### config.mk
export PLATFORM = sky130hd
export DESIGN_NAME = decode_stage_flat
export DESIGN_NICKNAME = d
export VERILOG_FILES = /design/src/rtl/decode_if.sv /design/src/rtl/decode_stage.sv /design/src/flat_wrapper.sv
export SDC_FILE = /design/constraint.sdc
export NUM_CORES = 1
export LEC_CHECK = 0
export ABC_AREA = 1
export CAP_MARGIN = 20
export CORE_MARGIN = 2
export CORE_UTILIZATION = 35
export DETAILED_ROUTE_END_ITERATION = 10
export PLACE_DENSITY = 0.75
export SLEW_MARGIN = 10
export SYNTH_ARGS = -nofsm -noshare
export SYNTH_HDL_FRONTEND = slang
export SYNTH_SLANG_ARGS = --single-unit
export TNS_END_PERCENT = 20
### constraint.sdc
create_clock -name clk -period 1.3 [get_ports clk]
set_clock_uncertainty 0.05 [all_clocks]
set_input_delay 0.195 -clock clk [delete_from_list [all_inputs] [get_ports clk]]
set_output_delay 0.195 -clock clk [all_outputs]
set_load 0.01 [all_outputs]
### src/rtl/decode_if.sv
// Decode-stage port bundle: fetch handshake, register-file read/snoop, execute entry.
// The slave side belongs to decode_stage; the master side is fetch/regfile/execute.
interface decode_if #(
  parameter int ADDR_WIDTH = 5,
  parameter int DATA_WIDTH = 32
);
  logic                  i_valid;
  logic                  o_ready;
  logic [DATA_WIDTH-1:0] i_instr;
  logic [DATA_WIDTH-1:0] i_pc;
  logic                  i_flush;
  logic [ADDR_WIDTH-1:0] o_rd_addr_1;
  logic [ADDR_WIDTH-1:0] o_rd_addr_2;
  logic [DATA_WIDTH-1:0] i_rd_data_1;
  logic [DATA_WIDTH-1:0] i_rd_data_2;
  logic                  i_wb_we;
  logic [ADDR_WIDTH-1:0] i_wb_addr;
  logic [DATA_WIDTH-1:0] i_wb_data;
  logic                  o_valid;
  logic                  i_ready;
  logic [DATA_WIDTH-1:0] o_pc;
  logic [DATA_WIDTH-1:0] o_rs1_val;
  logic [DATA_WIDTH-1:0] o_rs2_val;
  logic [DATA_WIDTH-1:0] o_imm;
  logic [ADDR_WIDTH-1:0] o_rd;
  logic [6:0]            o_opcode;
  logic [2:0]            o_funct3;
  logic                  o_funct7b5;
  logic                  o_illegal;

  modport slave (
    input  i_valid, i_instr, i_pc, i_flush, i_rd_data_1, i_rd_data_2,
           i_wb_we, i_wb_addr, i_wb_data, i_ready,
    output o_ready, o_rd_addr_1, o_rd_addr_2, o_valid, o_pc, o_rs1_val,
           o_rs2_val, o_imm, o_rd, o_opcode, o_funct3, o_funct7b5, o_illegal
  );

  modport master (
    output i_valid, i_instr, i_pc, i_flush, i_rd_data_1, i_rd_data_2,
           i_wb_we, i_wb_addr, i_wb_data, i_ready,
    input  o_ready, o_rd_addr_1, o_rd_addr_2, o_valid, o_pc, o_rs1_val,
           o_rs2_val, o_imm, o_rd, o_opcode, o_funct3, o_funct7b5, o_illegal
  );
endinterface

### src/rtl/decode_stage.sv
// RV32I decode/operand-fetch stage with a single-entry output register.
// Define WB_BYPASS_EN to forward regfile writebacks into accepted and held operands.
module decode_stage #(
  parameter int ADDR_WIDTH = 5,
  parameter int DATA_WIDTH = 32
) (
  input  logic    clk,
  input  logic    rst,
  decode_if.slave bus
);
  localparam logic [6:0] OP_LOAD   = 7'b0000011;
  localparam logic [6:0] OP_IMM    = 7'b0010011;
  localparam logic [6:0] OP_JALR   = 7'b1100111;
  localparam logic [6:0] OP_SYSTEM = 7'b1110011;
  localparam logic [6:0] OP_STORE  = 7'b0100011;
  localparam logic [6:0] OP_BRANCH = 7'b1100011;
  localparam logic [6:0] OP_LUI    = 7'b0110111;
  localparam logic [6:0] OP_AUIPC  = 7'b0010111;
  localparam logic [6:0] OP_JAL    = 7'b1101111;
  localparam logic [6:0] OP_OP     = 7'b0110011;
  localparam logic [6:0] OP_MISC   = 7'b0001111;

  logic [31:0]           instr;
  logic [6:0]            opcode;
  logic [ADDR_WIDTH-1:0] rs1_a, rs2_a;
  logic [DATA_WIDTH-1:0] imm;
  logic [ADDR_WIDTH-1:0] rd;
  logic                  illegal;
  logic [DATA_WIDTH-1:0] rs1_cap, rs2_cap;
  logic                  accept;

  assign instr  = bus.i_instr;
  assign opcode = instr[6:0];
  assign rs1_a  = instr[19:15];
  assign rs2_a  = instr[24:20];

  assign bus.o_rd_addr_1 = rs1_a;
  assign bus.o_rd_addr_2 = rs2_a;
  assign bus.o_ready     = !bus.o_valid || bus.i_ready;
  assign accept          = bus.i_valid && bus.o_ready && !bus.i_flush;

  always_comb begin
    imm     = '0;
    rd      = instr[11:7];
    illegal = 1'b0;
    case (opcode)
      OP_LOAD, OP_IMM, OP_JALR, OP_SYSTEM:
        imm = {{20{instr[31]}}, instr[31:20]};
      OP_STORE: begin
        imm = {{20{instr[31]}}, instr[31:25], instr[11:7]};
        rd  = '0;
      end
      OP_BRANCH: begin
        imm = {{19{instr[31]}}, instr[31], instr[7], instr[30:25], instr[11:8], 1'b0};
        rd  = '0;
      end
      OP_LUI, OP_AUIPC:
        imm = {instr[31:12], 12'b0};
      OP_JAL:
        imm = {{11{instr[31]}}, instr[31], instr[19:12], instr[20], instr[30:21], 1'b0};
      OP_OP, OP_MISC:
        imm = '0;
      default: begin
        illegal = 1'b1;
        rd      = '0;
      end
    endcase
  end

`ifdef WB_BYPASS_EN
  logic [ADDR_WIDTH-1:0] held_a1, held_a2;
  logic                  hit1, hit2, held_hit1, held_hit2;

  assign hit1      = bus.i_wb_we && (bus.i_wb_addr == rs1_a);
  assign hit2      = bus.i_wb_we && (bus.i_wb_addr == rs2_a);
  assign held_hit1 = bus.i_wb_we && (bus.i_wb_addr == held_a1) && (held_a1 != '0);
  assign held_hit2 = bus.i_wb_we && (bus.i_wb_addr == held_a2) && (held_a2 != '0);
  assign rs1_cap   = (rs1_a == '0) ? '0 : (hit1 ? bus.i_wb_data : bus.i_rd_data_1);
  assign rs2_cap   = (rs2_a == '0) ? '0 : (hit2 ? bus.i_wb_data : bus.i_rd_data_2);
`else
  logic unused_wb;

  assign unused_wb = ^{bus.i_wb_we, bus.i_wb_addr, bus.i_wb_data};
  assign rs1_cap   = (rs1_a == '0) ? '0 : bus.i_rd_data_1;
  assign rs2_cap   = (rs2_a == '0) ? '0 : bus.i_rd_data_2;
`endif

  always_ff @(posedge clk) begin
    if (rst) begin
      bus.o_valid    <= 1'b0;
      bus.o_pc       <= '0;
      bus.o_rs1_val  <= '0;
      bus.o_rs2_val  <= '0;
      bus.o_imm      <= '0;
      bus.o_rd       <= '0;
      bus.o_opcode   <= '0;
      bus.o_funct3   <= '0;
      bus.o_funct7b5 <= 1'b0;
      bus.o_illegal  <= 1'b0;
`ifdef WB_BYPASS_EN
      held_a1        <= '0;
      held_a2        <= '0;
`endif
    end else if (bus.i_flush) begin
      bus.o_valid <= 1'b0;
    end else if (accept) begin
      bus.o_valid    <= 1'b1;
      bus.o_pc       <= bus.i_pc;
      bus.o_rs1_val  <= rs1_cap;
      bus.o_rs2_val  <= rs2_cap;
      bus.o_imm      <= imm;
      bus.o_rd       <= rd;
      bus.o_opcode   <= opcode;
      bus.o_funct3   <= instr[14:12];
      bus.o_funct7b5 <= instr[30];
      bus.o_illegal  <= illegal;
`ifdef WB_BYPASS_EN
      held_a1        <= rs1_a;
      held_a2        <= rs2_a;
`endif
    end else if (bus.i_ready) begin
      bus.o_valid <= 1'b0;
    end
`ifdef WB_BYPASS_EN
    // Held entry: late writebacks refresh the stalled operands in place.
    else begin
      if (held_hit1) bus.o_rs1_val <= bus.i_wb_data;
      if (held_hit2) bus.o_rs2_val <= bus.i_wb_data;
    end
`endif
  end
endmodule

### src/flat_wrapper.sv
// flat-port wrapper written by rule: the top's interface ports become plain ports
module decode_stage_flat 
#(
  parameter int ADDR_WIDTH = 5,
  parameter int DATA_WIDTH = 32
)
  (clk, rst, bus_i_valid, bus_i_instr, bus_i_pc, bus_i_flush, bus_i_rd_data_1, bus_i_rd_data_2, bus_i_wb_we, bus_i_wb_addr, bus_i_wb_data, bus_i_ready, bus_o_ready, bus_o_rd_addr_1, bus_o_rd_addr_2, bus_o_valid, bus_o_pc, bus_o_rs1_val, bus_o_rs2_val, bus_o_imm, bus_o_rd, bus_o_opcode, bus_o_funct3, bus_o_funct7b5, bus_o_illegal);
  decode_if #(.ADDR_WIDTH(ADDR_WIDTH), .DATA_WIDTH(DATA_WIDTH)) bus_i ();
  input  logic clk;
  input  logic rst;
  input wire logic [$bits(bus_i.i_valid)-1:0] bus_i_valid;
  input wire logic [$bits(bus_i.i_instr)-1:0] bus_i_instr;
  input wire logic [$bits(bus_i.i_pc)-1:0] bus_i_pc;
  input wire logic [$bits(bus_i.i_flush)-1:0] bus_i_flush;
  input wire logic [$bits(bus_i.i_rd_data_1)-1:0] bus_i_rd_data_1;
  input wire logic [$bits(bus_i.i_rd_data_2)-1:0] bus_i_rd_data_2;
  input wire logic [$bits(bus_i.i_wb_we)-1:0] bus_i_wb_we;
  input wire logic [$bits(bus_i.i_wb_addr)-1:0] bus_i_wb_addr;
  input wire logic [$bits(bus_i.i_wb_data)-1:0] bus_i_wb_data;
  input wire logic [$bits(bus_i.i_ready)-1:0] bus_i_ready;
  output wire logic [$bits(bus_i.o_ready)-1:0] bus_o_ready;
  output wire logic [$bits(bus_i.o_rd_addr_1)-1:0] bus_o_rd_addr_1;
  output wire logic [$bits(bus_i.o_rd_addr_2)-1:0] bus_o_rd_addr_2;
  output wire logic [$bits(bus_i.o_valid)-1:0] bus_o_valid;
  output wire logic [$bits(bus_i.o_pc)-1:0] bus_o_pc;
  output wire logic [$bits(bus_i.o_rs1_val)-1:0] bus_o_rs1_val;
  output wire logic [$bits(bus_i.o_rs2_val)-1:0] bus_o_rs2_val;
  output wire logic [$bits(bus_i.o_imm)-1:0] bus_o_imm;
  output wire logic [$bits(bus_i.o_rd)-1:0] bus_o_rd;
  output wire logic [$bits(bus_i.o_opcode)-1:0] bus_o_opcode;
  output wire logic [$bits(bus_i.o_funct3)-1:0] bus_o_funct3;
  output wire logic [$bits(bus_i.o_funct7b5)-1:0] bus_o_funct7b5;
  output wire logic [$bits(bus_i.o_illegal)-1:0] bus_o_illegal;
  assign bus_i.i_valid = bus_i_valid;
  assign bus_i.i_instr = bus_i_instr;
  assign bus_i.i_pc = bus_i_pc;
  assign bus_i.i_flush = bus_i_flush;
  assign bus_i.i_rd_data_1 = bus_i_rd_data_1;
  assign bus_i.i_rd_data_2 = bus_i_rd_data_2;
  assign bus_i.i_wb_we = bus_i_wb_we;
  assign bus_i.i_wb_addr = bus_i_wb_addr;
  assign bus_i.i_wb_data = bus_i_wb_data;
  assign bus_i.i_ready = bus_i_ready;
  assign bus_o_ready = bus_i.o_ready;
  assign bus_o_rd_addr_1 = bus_i.o_rd_addr_1;
  assign bus_o_rd_addr_2 = bus_i.o_rd_addr_2;
  assign bus_o_valid = bus_i.o_valid;
  assign bus_o_pc = bus_i.o_pc;
  assign bus_o_rs1_val = bus_i.o_rs1_val;
  assign bus_o_rs2_val = bus_i.o_rs2_val;
  assign bus_o_imm = bus_i.o_imm;
  assign bus_o_rd = bus_i.o_rd;
  assign bus_o_opcode = bus_i.o_opcode;
  assign bus_o_funct3 = bus_i.o_funct3;
  assign bus_o_funct7b5 = bus_i.o_funct7b5;
  assign bus_o_illegal = bus_i.o_illegal;
  decode_stage #(.ADDR_WIDTH(ADDR_WIDTH), .DATA_WIDTH(DATA_WIDTH)) u_core (.clk(clk), .rst(rst), .bus(bus_i));
endmodule
== Word-level counts from Yosys, hierarchy flattened ==
Cells that the tools add are included.

* Register bits after elaboration: 146
* Input bits: 171
* Word-level logic and storage cells: 43

* Eq/ne operators: 11
* Muxes and demuxes: 7
* Bitwise logic cells: 1
* Reduce and logical (&&, ||, !) cells: 14

{| class="wikitable"
|+ Operator list
! kind !! count
|-
| 32-bit one-hot mux with 5 select lines || 1
|-
| 32-bit two-way mux || 2
|-
| 7-bit == test (second input constant) || 4
|-
| 7-bit by 6-bit == test with 1-bit output (second input constant) || 3
|-
| 7-bit by 5-bit == test with 1-bit output (second input constant) || 2
|-
| 11-bit OR reduction || 1
|-
| 5-bit zero test || 2
|-
| 9-bit OR reduction || 1
|-
| 7-bit by 2-bit == test with 1-bit output (second input constant) || 1
|-
| 7-bit by 4-bit == test with 1-bit output (second input constant) || 1
|-
| 5-bit two-way mux || 1
|-
| 2-bit OR reduction || 2
|-
| 4-bit OR reduction || 1
|-
| 1-bit two-way mux || 3
|-
| 1-bit logical AND || 2
|-
| 1-bit zero test || 2
|-
| 2-bit AND reduction || 1
|-
| 2-bit nonzero test || 1
|-
| 1-bit logical OR || 1
|-
| 1-bit NOT || 1
|}

== Depth between registers and ports, before layout ==
Gate-level depths: netlist of run 1.

* Depth in word-level cells: 5
* Gate-level depth with buffers: 12
* Mapped depth without buffers: 11

== Worst setup path after synthesis of run 1 ==
No wires, ideal clock.

* Path kind: flip-flop to flip-flop
* Start point: reg u_core.bus.o_valid
* End point: reg u_core.bus.o_rs1_val[19]
* Arrival: 1.314 ns
* Slack: -0.129 ns
* Stages on the path, launching flop included: 9
* Period minus slack after synthesis: 1.429 ns
* Path through: dfxtp_1 > inv_1 > nor2_1 > nor3_4 > inv_2 > buf_2 > clkbuf_1 > a21oi_1 > nor2_1

* Word-level cells in the longest chain between the ends: 5

{| class="wikitable"
|+ RTL lines
! item !! line !! text
|-
| from (decl) || decode_if.sv:34 || <nowiki>output o_ready, o_rd_addr_1, o_rd_addr_2, o_valid, o_pc, o_rs1_val,</nowiki>
|-
| from (signal assigned) || decode_stage.sv:90 || <nowiki>bus.o_valid <= 1'b0;</nowiki>
|-
| from (signal assigned) || decode_stage.sv:105 || <nowiki>bus.o_valid <= 1'b0;</nowiki>
|-
| from (signal assigned) || decode_stage.sv:107 || <nowiki>bus.o_valid <= 1'b1;</nowiki>
|-
| 1-bit zero test || decode_stage.sv:39 || <nowiki>assign bus.o_ready = !bus.o_valid || bus.i_ready;</nowiki>
|-
| 1-bit logical OR || decode_stage.sv:39 ||
|-
| 1-bit logical AND (2 in a row) || decode_stage.sv:40 || <nowiki>assign accept = bus.i_valid && bus.o_ready && !bus.i_flush;</nowiki>
|-
| 2-bit AND reduction (no source line) || -- ||
|-
| to (signal assigned) || decode_stage.sv:109 || <nowiki>bus.o_rs1_val <= rs1_cap;</nowiki>
|-
| to (decl) || decode_if.sv:34 ||
|}

No other way between the ends.
A chain may end at the register's enable or synchronous reset.

== Worst setup path after layout of run 1 ==
* Start point: reg u_core.bus.o_valid
* End point: reg u_core.bus.o_rd[0] (netlist name)

* Word-level cells in the longest chain between the ends: 5

{| class="wikitable"
|+ RTL lines
! item !! line !! text
|-
| 1-bit zero test || decode_stage.sv:39 ||
|-
| 1-bit logical OR || decode_stage.sv:39 ||
|-
| 1-bit logical AND (2 in a row) || decode_stage.sv:40 ||
|-
| 2-bit AND reduction (no source line) || -- ||
|-
| to (signal assigned) || decode_stage.sv:112 || <nowiki>bus.o_rd <= rd;</nowiki>
|-
| to (decl) || decode_if.sv:35 || <nowiki>o_rs2_val, o_imm, o_rd, o_opcode, o_funct3, o_funct7b5, o_illegal</nowiki>
|}

No other way between the ends.

==> flow_summary.ini, run 1 <==
[run_status]
status = complete, but fails checks
violations = negative setup slack

[sta]
tns_ns = -8.05
maxSlewHeadroom_pct = 80.0
setup_viol = 144
min_period_ns = 1.42
max_freq_mhz = 703
rsz0062_at_grt = true
setup_slack_ns = -0.122
worst_pin_slew_ns = 0.300
fin_crit_sh_pct = 109
maxSlewViolCount = 0
final_hold_viol_count = 0

[clock_network]
htreeDepth = 4
clk_pin_slew_worst_paths_ns = 0.07
cts_sinks = 146
ctsLongestPathBuffers = 2
hold_buffers = 0
cts_tree = built
clock-root-buffer = clkbuf_16
cts_buffers = 17
clkLatencyLatePin_ns = 0.41

[worst_setup_path]
crit_chain = inv_2 > nor2_4 > nor3_4 > buf_6 > inv_8 > clkbuf_16 > o211ai_1 > inv_1
end_kind = flop
crit_buf_inv = 5
startpoint_type = flop
criticalPathCategory = reg -> reg
critPathMaxStageDelay_ns = 0.32
crit_required_ns = 1.56
arrival_ns = 1.69
critPathTopFamily = buffers and inverters
cp_max_fo = 17
cp_slowest_cell = dfxtp_2

[drt]
ant_nets = 0
drt_iter0_drc = 346
wirelength_um = 23200
drt-wirelength-per-cell_um = 16.3
first_pass_iters = 4
num_vias = 7076
drc_errors = 0
via_per_inst = 4.97

[yosys]
synthesis.area_um2 = 6070
synthTopCellsByCount = nor2_1 (188), nand2_1 (147), dfxtp_1 (146)
post-synth-top-area-fraction_pct = 48.2
yosysWarnings = 0
syn_avg_cell_area_um2 = 7.08
ys_seq_area_share_pct = 48.2
synth_most_common_cell = nor2_1
synth.distinct_cells = 22
synthFlopType = dfxtp_1
synth_edf_count = 0
synth_top_area_cell = dfxtp_1
synth_area_leaders = dfxtp_1 (48%), nor2_1 (12%), nand2_1 (9.1%)
synth_nets = 1028
syn_inst = 857
ys_ff_latch = 146
async_flop_share_pct = 0

[floorplan]
die_w_um = 136
core_um2 = 17100
die_area_um2 = 18400
chipHeight_um = 136
rows = 48
start_util_pct = 35.4
io_pins = 328

[placement]
hpwl_um = 14900
globalplace.congestion = 0.837
numPortBuffers = 289
dp_slack_ns = -0.660

[power]
ir_worst_vdd_mv = 1.03
power_density_nw_per_um2 = 1100
leakagePower_nw = 5.03
total_power_mw = 12.0

[global_route]
grt_max_degree = 50
grt_usage_pct = 22.8
grt_pass1_wl_um = 33400
antenna_found_initial = 0
grt_overflow_total = 0
grt_pass1_vias = 6624

[finish]
final_nets = 1356
fillerInstances = 1486
final_layout_size_suffix_gt1_share_pct = 23.5
area_growth_pct = 80.0
n_antenna_cell = 0

[min_path]
hp-class = in -> reg

[flow_run]
maxCapViolations = 0
[tightest hold or removal path, stage by stage]
cell	delay (ns)
dlymetal6s2s_1	0.14
inv_2	0.08
a21oi_1	0.06
[cell families after synthesis]
kind of cell           Yosys count  synth area share, %
DFF                            146                 48.2
and+or+nand+nor                394                 26.2
AOI/OAI and AO/OA              214                 17.9
buffers and inverters          103                 7.73
[metal layers]
layer | vias to the layer above | routed length (um) | GRT usage [%]
met5 | - | 0 | 0
met4 | 0 | 720 | 9.09
met3 | 56 | 2060 | 8.08
met2 | 285 | 10900 | 37.6
met1 | 3298 | 9580 | 27.1
li1 | 3437 | - | -
[power by group]
| part | switching [mW] | leakage (nW) | internal [mW] | total (mW) |
|---|---|---|---|---|
| Clock | 2.05 | 0.283 | 2.96 | 5.01 |
| Sequential | 0.122 | 1.20 | 4.73 | 4.85 |
| Combinational | 1.01 | 3.54 | 1.10 | 2.11 |
| Total | 3.18 | 5.03 | 8.79 | 12.0 |
[path summary, 6_finish.rpt]
kind                            cells after the start                  start  slack (ns)                     end
worst min register to register                      2  u_core.bus.o_funct7b5        0.41   u_core.bus.o_funct7b5
worst max-delay path                                8     u_core.bus.o_valid       -0.12      u_core.bus.o_rd[0]
worst min-delay path                                3         bus_i_instr[3]        0.04  u_core.bus.o_opcode[3]
worst max register to register                      8     u_core.bus.o_valid       -0.12      u_core.bus.o_rd[0]
[layout by cell type, fill, tap and decap left out, types with 6 or more instances in the layout]
| cell | Yosys | routed |
|---|---|---|
| dlymetal6s2s_1 | 0 | 6 |
| clkdlybuf4s50_1 | 0 | 118 |
| nand3_1 | 44 | 43 |
| buf_6 | 2 | 17 |
| clkdlybuf4s15_2 | 0 | 7 |
| nor2_4 | 2 | 7 |
| nand2_1 | 147 | 122 |
| clkdlybuf4s15_1 | 0 | 84 |
| o21ai_1 | 5 | 12 |
| clkbuf_16 | 0 | 27 |
| a21oi_1 | 99 | 47 |
| dlygate4sd2_1 | 0 | 44 |
| o21ai_0 | 105 | 93 |
| buf_12 | 0 | 15 |
| dfxtp_1 | 146 | 144 |
| nand2_4 | 0 | 13 |
| buf_4 | 12 | 48 |
| a21oi_2 | 0 | 50 |
| nor2_2 | 2 | 9 |
| inv_2 | 4 | 8 |
| clkbuf_2 | 0 | 27 |
| nand2_2 | 6 | 17 |
| inv_1 | 26 | 21 |
| nor2_1 | 188 | 176 |
[repair_timing]
action                                  4_1_cts  5_1_grt
gates resized for setup                     224      266
pin swaps                                     2       40
cloned                                        0       15
endpoints found under the setup margin      301      251
buffers inserted                              0        8
[metrics by stage]
| stage | utilization [%] | instance area, um^2 | std cells | hold WS, ns |
|---|---|---|---|---|
| 2_1_floorplan | - | 6090 | 857 | 0.223 |
| 3_3_place_gp | 56.1 | 9600 | 1369 | 0.400 |
| 3_5_place_dp | 56.1 | 9600 | 1369 | 0.407 |
| 4_1_cts | 59.0 | 10100 | 1401 | 0.130 |
| 5_1_grt | 63.8 | 10900 | 1423 | 0.0464 |
| 6_report | 63.8 | 10900 | 1423 | 0.0436 |
[final cells by class]
type | count | area, um^2 | area share, %
clock buffer | 19 | 453 | 4.15
clock inverter | 13 | 148 | 1.35
inverter | 30 | 120 | 1.10
multi-input combinational | 608 | 3110 | 28.5
sequential | 146 | 2930 | 26.8
tap | 225 | 282 | 2.58
timing repair buffer | 382 | 3880 | 35.6
[registers in the layout, summed over array words and instances, names as in the netlist]
signal / flops
u_core.bus.o_valid: 1
u_core.bus.o_rs2_val: 32
u_core.bus.o_pc: 32
u_core.bus.o_imm: 32
u_core.bus.o_funct7b5: 1
u_core.bus.o_rs1_val: 32
u_core.bus.o_illegal: 1
u_core.bus.o_rd: 5
u_core.bus.o_opcode: 7
u_core.bus.o_funct3: 3
Note: power is estimated with default switching activity, not from simulation.
==> run 2, diff against run 1 <==
CAP_MARGIN = not set   (was 20)
==> results of run 2 <==
Final layout, timing and power as in run 1 (identical DEF).
==> run 3, diff against run 2 <==
SLEW_MARGIN = not set   (was 10)
==> results of run 3 <==
Final layout, timing and power as in run 1 (identical DEF).
